$ cat config.mk
export PLATFORM = sky130hd
export DESIGN_NAME = alu_ex_mem_stage
export DESIGN_NICKNAME = d
export VERILOG_FILES = /design/src/rtl/alu_ex_mem_stage.sv
export SDC_FILE = /design/constraint.sdc
export NUM_CORES = 1
export LEC_CHECK = 0
export CAP_MARGIN = 0
export CORE_ASPECT_RATIO = 1.75
export CORE_MARGIN = 2
export CORE_UTILIZATION = 45
export CTS_CLUSTER_DIAMETER = 120
export CTS_CLUSTER_SIZE = 24
export DETAILED_ROUTE_END_ITERATION = 10
export PLACE_DENSITY = 0.84
export SLEW_MARGIN = 20
export SYNTH_ARGS = -nofsm -noshare
export SYNTH_HDL_FRONTEND = slang
export SYNTH_SLANG_ARGS = --single-unit
$ cat constraint.sdc
create_clock -name clk -period 2 [get_ports clk]
set_input_delay 0.3 -clock clk [delete_from_list [all_inputs] [get_ports clk]]
set_output_delay 0.3 -clock clk [all_outputs]
set_load 0.005 [all_outputs]
$ cat src/rtl/alu_ex_mem_stage.sv
// Execute-to-memory pipeline register behind the 32-bit Alu.
// Holds up to two results (head + skid) behind a valid/ready handshake,
// resolves taken branches into a one-cycle pulse and converts signed
// ADD/SUB overflow into a precise exception that stalls intake until acked.
module alu_ex_mem_stage #(
  parameter int DATA_W = 32,
  parameter int REG_W  = 5
) (
  input  logic              clk,
  input  logic              rst_n,
  input  logic              in_valid,
  output logic              in_ready,
  input  logic [DATA_W-1:0] alu_out,
  input  logic              alu_cmp,
  input  logic              alu_ov,
  input  logic [2:0]        alu_op,
  input  logic              alu_uns,
  input  logic [REG_W-1:0]  in_rd,
  input  logic              in_reg_write,
  input  logic              in_is_branch,
  input  logic [DATA_W-1:0] in_target,
  input  logic [DATA_W-1:0] in_pc,
  input  logic              flush,
  output logic              out_valid,
  input  logic              out_ready,
  output logic [DATA_W-1:0] out_result,
  output logic [REG_W-1:0]  out_rd,
  output logic              out_reg_write,
  output logic              branch_taken,
  output logic [DATA_W-1:0] branch_target,
  output logic              exc_valid,
  output logic [DATA_W-1:0] exc_epc,
  input  logic              exc_ack
);

  typedef enum logic {ST_RUN, ST_TRAP} state_t;

  localparam logic [2:0] OP_ADD = 3'b010;
  localparam logic [2:0] OP_SUB = 3'b110;

  state_t              state_q, state_d;
  logic                rdy_q, rdy_d;
  logic                head_vld_q, head_vld_d;
  logic [DATA_W-1:0]   head_res_q, head_res_d;
  logic [REG_W-1:0]    head_rd_q, head_rd_d;
  logic                head_rw_q, head_rw_d;
  logic                skid_vld_q, skid_vld_d;
  logic [DATA_W-1:0]   skid_res_q, skid_res_d;
  logic [REG_W-1:0]    skid_rd_q, skid_rd_d;
  logic                skid_rw_q, skid_rw_d;
  logic                bt_q, bt_d;
  logic [DATA_W-1:0]   btgt_q, btgt_d;
  logic [DATA_W-1:0]   epc_q, epc_d;

  logic accept;
  logic pop;
  logic trap_hit;
  logic in_rw;

  // Handshake decode and next-state for buffer, trap FSM and branch pulse.
  always_comb begin
    accept   = in_valid & rdy_q;
    pop      = head_vld_q & out_ready;
    // Only signed add/subtract can trap; unsigned wrap and logic-op flags are benign.
    trap_hit = alu_ov & ~alu_uns & ((alu_op == OP_ADD) | (alu_op == OP_SUB));
    // Trapping and branch instructions never commit a register write.
    in_rw    = in_reg_write & ~trap_hit & ~in_is_branch;

    state_d    = state_q;
    head_vld_d = head_vld_q;
    head_res_d = head_res_q;
    head_rd_d  = head_rd_q;
    head_rw_d  = head_rw_q;
    skid_vld_d = skid_vld_q;
    skid_res_d = skid_res_q;
    skid_rd_d  = skid_rd_q;
    skid_rw_d  = skid_rw_q;
    bt_d       = 1'b0;
    btgt_d     = btgt_q;
    epc_d      = epc_q;

    if (flush) begin
      // Squash everything, including this cycle's accept; payloads are left as-is.
      head_vld_d = 1'b0;
      skid_vld_d = 1'b0;
      state_d    = ST_RUN;
    end else begin
      if (pop) begin
        if (skid_vld_q) begin
          // in_ready was low (skid full), so no accept can coincide here.
          head_vld_d = 1'b1;
          head_res_d = skid_res_q;
          head_rd_d  = skid_rd_q;
          head_rw_d  = skid_rw_q;
          skid_vld_d = 1'b0;
        end else if (accept) begin
          head_vld_d = 1'b1;
          head_res_d = alu_out;
          head_rd_d  = in_rd;
          head_rw_d  = in_rw;
        end else begin
          head_vld_d = 1'b0;
        end
      end else if (accept) begin
        if (head_vld_q) begin
          skid_vld_d = 1'b1;
          skid_res_d = alu_out;
          skid_rd_d  = in_rd;
          skid_rw_d  = in_rw;
        end else begin
          head_vld_d = 1'b1;
          head_res_d = alu_out;
          head_rd_d  = in_rd;
          head_rw_d  = in_rw;
        end
      end

      if (accept && trap_hit) begin
        state_d = ST_TRAP;
        epc_d   = in_pc;
      end else if (state_q == ST_TRAP && exc_ack) begin
        state_d = ST_RUN;
      end

      if (accept && in_is_branch && alu_cmp && !trap_hit) begin
        bt_d   = 1'b1;
        btgt_d = in_target;
      end
    end

    // Registered ready: open only with a free skid slot and no pending trap.
    rdy_d = ~skid_vld_d & (state_d == ST_RUN);
  end

  // State and payload registers; everything clears on asynchronous reset.
  always_ff @(posedge clk or negedge rst_n) begin
    if (!rst_n) begin
      state_q    <= ST_RUN;
      rdy_q      <= 1'b0;
      head_vld_q <= 1'b0;
      head_res_q <= '0;
      head_rd_q  <= '0;
      head_rw_q  <= 1'b0;
      skid_vld_q <= 1'b0;
      skid_res_q <= '0;
      skid_rd_q  <= '0;
      skid_rw_q  <= 1'b0;
      bt_q       <= 1'b0;
      btgt_q     <= '0;
      epc_q      <= '0;
    end else begin
      state_q    <= state_d;
      rdy_q      <= rdy_d;
      head_vld_q <= head_vld_d;
      head_res_q <= head_res_d;
      head_rd_q  <= head_rd_d;
      head_rw_q  <= head_rw_d;
      skid_vld_q <= skid_vld_d;
      skid_res_q <= skid_res_d;
      skid_rd_q  <= skid_rd_d;
      skid_rw_q  <= skid_rw_d;
      bt_q       <= bt_d;
      btgt_q     <= btgt_d;
      epc_q      <= epc_d;
    end
  end

  assign in_ready      = rdy_q;
  assign out_valid     = head_vld_q;
  assign out_result    = head_res_q;
  assign out_rd        = head_rd_q;
  assign out_reg_write = head_rw_q;
  assign branch_taken  = bt_q;
  assign branch_target = btgt_q;
  assign exc_valid     = (state_q == ST_TRAP);
  assign exc_epc       = epc_q;

endmodule

# == Word-level counts from Yosys, hierarchy flattened ==
# Cells that the tools add are included.
# totals
mem_bits_ro,0
in_bits,115
ramBits,0
latchBits,0
n_memories,0
word_cells,73
register_bits,145
output_inout_bits,106
# classes
addsub,0
n_shift,0
multipliers,0
div,0
n_lt_le_gt_ge,0
muxes,29
bitwise_logic,15
n_reduce_logical,13
n_eq_ne,3
# op_table
op,count
$mux W32,5
$mux W5,5
$mux W1,19
$reduce_and A4 Y1,2
$and A1 B1 Y1,7
$not A1 Y1,7
$logic_and A1 B1 Y1,5
$reduce_and A2 Y1,2
$reduce_bool A2 Y1,2
$eq A3 B2 Y1 const B,1
$eq A3 B3 Y1 const B,1
$reduce_bool A3 Y1,1
$ne A2 B1 Y1 const B,1
$logic_not A1 Y1,1
$or A1 B1 Y1,1

# == Depth between registers and ports, before layout ==
# Gate-level depths: netlist (run 1).
# logic_depth
word_depth,9
depth_mapped,5
mapped_depth_nobuf,3

# == Worst setup path before layout (run 1) ==
# OpenSTA, ideal clock, no wires.
# synth_path
path_type,reg2reg
start,reg head_vld_q (netlist: out_valid)
end,reg head_res_q[0] (netlist: out_result[0])
path_buffers,2
stages_incl_launch_ff,6
t_arrival_ps,1499
setup_slack_ps,376
t_required_ps,1875
synth_period_minus_slack_ps,1624
setup_time_ps,125
cell_sequence,dfrtp_1 > and3_1 > buf_6 > buf_6 > mux2_2 > mux2_2
# synth_between
elab_chain_len,3
elab_cells_between_ends,5
classes_between,eq/ne: 1; mux: 1; bitwise: 1; reduce/logical: 2
# synth_rtl
element,line_no,text
from (decl),43,"logic head_vld_q, head_vld_d;"
from (signal assigned),154,head_vld_q <= head_vld_d;
$and A1 B1 Y1,63,pop = head_vld_q & out_ready;
$ne A2 B1 Y1 (no line) or $reduce_bool A2 Y1 (tied branches),n/a,
$reduce_and A4 Y1 (no line),n/a,
to (signal assigned),155,head_res_q <= head_res_d;
to (decl),44,"logic [DATA_W-1:0] head_res_q, head_res_d;"
# Parallel ways exist; a longest one is shown, timed or not.
# A chain may end at the register's enable or synchronous reset.

# == Final worst setup path (run 1) ==
# layout_path
start,reg head_vld_q (netlist: out_valid)
end,out out_valid
# layout_lines
element,line_no,text
to (decl),24,"output logic out_valid,"
# No word-level cell between the ends.

==> results of run 1 <==
-- critical path, stage by stage, from the launching register on --
cell	delay, ns
dfrtp_1	0.41
buf_4	0.17
clkdlybuf4s50_1	0.53
-- registers in the layout, indices dropped and copies added, names as in the netlist --
name,cells
out_rd,5
exc_valid,1
skid_res_q,32
branch_target,32
in_ready,1
exc_epc,32
skid_rw_q,1
out_reg_write,1
branch_taken,1
skid_vld_q,1
out_valid,1
skid_rd_q,5
out_result,32
-- per-layer routing --
metal | GRT usage | vias to the layer above
met3 | 0.06355 | 45
li1 | - | 1786
met1 | 0.2062 | 1953
met2 | 0.3630 | 164
met4 | 0.1118 | 0
met5 | 0 | -
-- layout by cell type (no fill, tap or decap), types with 2 or more instances in the layout --
| cell | count |
|---|---|
| dfrtp_1 | 145 |
| buf_12 | 8 |
| inv_8 | 2 |
| clkdlybuf4s50_1 | 218 |
| clkbuf_16 | 17 |
| buf_4 | 9 |
| inv_1 | 3 |
| mux2_1 | 2 |
| mux2_2 | 173 |
| nand2_1 | 3 |
| nor3_1 | 2 |
| nor3b_4 | 2 |
| clkinvlp_4 | 2 |
| mux2i_1 | 2 |
| inv_6 | 6 |
| clkinv_4 | 2 |
-- how the worst min path moves through the flow --
stage | slack (ns) | cells after the start | from | end
after floorplan | 0.004 | 0 | rst_n | branch_taken$_DFF_PN0_
after global placement | 0.22 | 1 | rst_n | skid_res_q[2]$_DFFE_PN0P_
after detailed placement | 0.23 | 1 | rst_n | skid_res_q[2]$_DFFE_PN0P_
after CTS | 0.36 | 2 | rst_n | skid_res_q[2]$_DFFE_PN0P_
after global routing | 0.37 | 2 | rst_n | skid_res_q[2]$_DFFE_PN0P_
final | 0.35 | 2 | rst_n | skid_res_q[2]$_DFFE_PN0P_
-- cell type report --
type / instances / area [sq um]
Timing Repair Buffer: 237 / 2431
Clock buffer: 18 / 439.2
Inverter: 3 / 11.26
Tap cell: 171 / 214.0
Fill cell: 925 / 3886
Clock inverter: 14 / 142.6
Multi-Input combinational cell: 197 / 2185
Sequential cell: 145 / 3628
-- per-stage QoR --
stage,util,cell area (sq um)
floorplan,-,5968
global placement,0.6539,8459
detailed placement,0.6539,8459
CTS,0.6996,9051
global route,0.6996,9051
finish,0.6996,9051
-- power by group through the flow --
stage | Combinational, uW | Sequential, uW | Clock, uW
final | 2170 | 3980 | 3090
after global routing | 2320 | 4060 | 3290
after CTS | 2210 | 3980 | 3160
after detailed placement | 2190 | 4030 | 0
after global placement | 2110 | 3970 | 0
after floorplan | 718 | 4000 | 0
-- cell families (layout without fill, tap and decap cells) --
kind of cell           after synthesis  count (layout)  synth area share
muxes                              177             177            0.3335
DFF                                145             145            0.6080
buffers and inverters               21             272           0.03019
and+or+nand+nor                     14              14           0.02034
AOI/OAI and AO/OA                    6               6          0.007966
-- timing repair --
item	in CTS	in global routing
hold buffers	1	0
setup endpoints to repair	0	0
gates resized for setup	0	0
hold endpoints to repair	37	0
==> impl_metrics.yaml, run 1 <==
run_status:
  outcome: "finished clean"
floorplan:
  fp.dieW_um: 91.06
  coreArea_sq_um: 12940
  core.rowCount: 55
  fp.dieArea_sq_um: 14240
  chipHeight_um: 156.3
  initial_core_util: 0.4613
  ios: 221
place:
  dp_cells: 752
  place_hpwl_um: 10520
  port_buffers: 219
  gp_congestion: 0.7793
  place_ws_ns: -0.1472
yosys:
  synth.area.top_cells: "dfrtp_1 (61%), mux2_2 (33%), buf_6 (2.1%)"
  ys_top_cells_by_count: "mux2_2 (173), dfrtp_1 (145), buf_6 (11)"
  ys_types: 25
  synthArstFlopShare: 1.000
  ys_dominant_reg_cell: "dfrtp_1"
  synthCells: 363
  yosys.area.top_type_share: 0.6080
  synth_area_per_cell_sq_um: 16.44
  post-synth-top-count-cell: "mux2_2"
  synth.cell_area_sq_um: 5968
  yosysTopAreaCell: "dfrtp_1"
  ys_seq_elements: 145
  ys_seq_area_frac: 0.6080
  synth_edf_count: 0
  ys.warnings.count: 0
  syn_nets: 478
power_and_ir_drop:
  swShare: 0.2481
  ir_drop_uv: 686.8
  intPower_uw: 6942
  design_power_total_uw: 9233
  leakagePower_uw: 0.003793
  p_clk_frac: 0.335
  p_per_area_nw_per_um2: 1020
  pwr-share-seq: 0.431
  p_comb_frac: 0.235
  switching_power_uw: 2291
clock_network:
  cts_sinks: 145
  clk_latency_ns: 0.42
  path_clk_slew_ns: 0.06
  cts_tree: "yes"
  root_buffer: "clkbuf_16"
  cts_setup_buffers: 0
  cts_max_level: 4
  clock_path_buffers: 2
  cts_made_buffers: 17
drt:
  num_vias: 3948
  drc: 0
  drt-initial-drc-count: 98
  met1_length_um: 4889
  dr_wl_met2_um: 7681
  dr.pass1.iters: 4
  wl_met3_um: 934
  wire_per_inst_um: 18.02
  dr.max_layer_used: "met4"
  routed_wl_um: 14140
  viasPerCell: 5.029
  ant_nets: 0
sta:
  setup_ws_ns: 0.1790
  setup_tns_ns: 0
  hold_slack_ns: 0.3502
  relSlewSlack: 0.7369
  post-route-period-util: 0.9105
  fin_worst_skew_ns: 0.008103
  rsz0062_at_grt: "false"
  worstMarginPinSlew_ns: 0.3947
  setup_viol: 0
  fmax_mhz: 549.2
  maxSlewViolCount: 0
  fin_crit_ns: 1.821
  finalHoldViolations: 0
hold_path:
  hold_class: "input port to async pin"
job:
  maxCapViolations: 0
critical_path:
  startpoint_type: "flip-flop"
  crit_type: "flip-flop to primary output"
  crit_path_start: "out_valid$_DFFE_PN0P_"
  cp-end-kind: "primary output"
  cp.arrival_ns: 1.52
  reg2reg_from: "in_ready$_DFF_PN0_"
  rr_endpoint: "out_result[25]$_DFFE_PN0P_"
  ff2ff_setup_slack_ns: 0.31
  crit_end: "out_valid"
  worstPathRequired_ns: 1.70
  ff2ff_path_depth: 4
  cp_max_fo: 6
global_route:
  grt_pass1_vias: 4431
  grt-ovfl-total: 0
  grt_antenna_before_repair: 0
  grt_max_degree: 66
  track_usage: 0.2021
  grt_pass1_wl_um: 22270
cells_and_area:
  area_delta_synth_final_pct: 51.66
  nNetsFinal: 716
  drive_gt1_frac: 0.3762
  diodes: 0
  fin_cells: 785
No activity file was read; power rests on OpenSTA's default activity.
==> run 2: changes to the inputs <==
Settings changed: SKIP_LAST_GASP set to 1.
==> results of run 2 <==
Same layout as run 1: the final DEF is identical, and so are final timing and power.
==> run 3: changes to the inputs <==
Settings changed: CAP_MARGIN 0 to unset.
==> results of run 3 <==
Same layout as run 1: the final DEF is identical, and so are final timing and power.
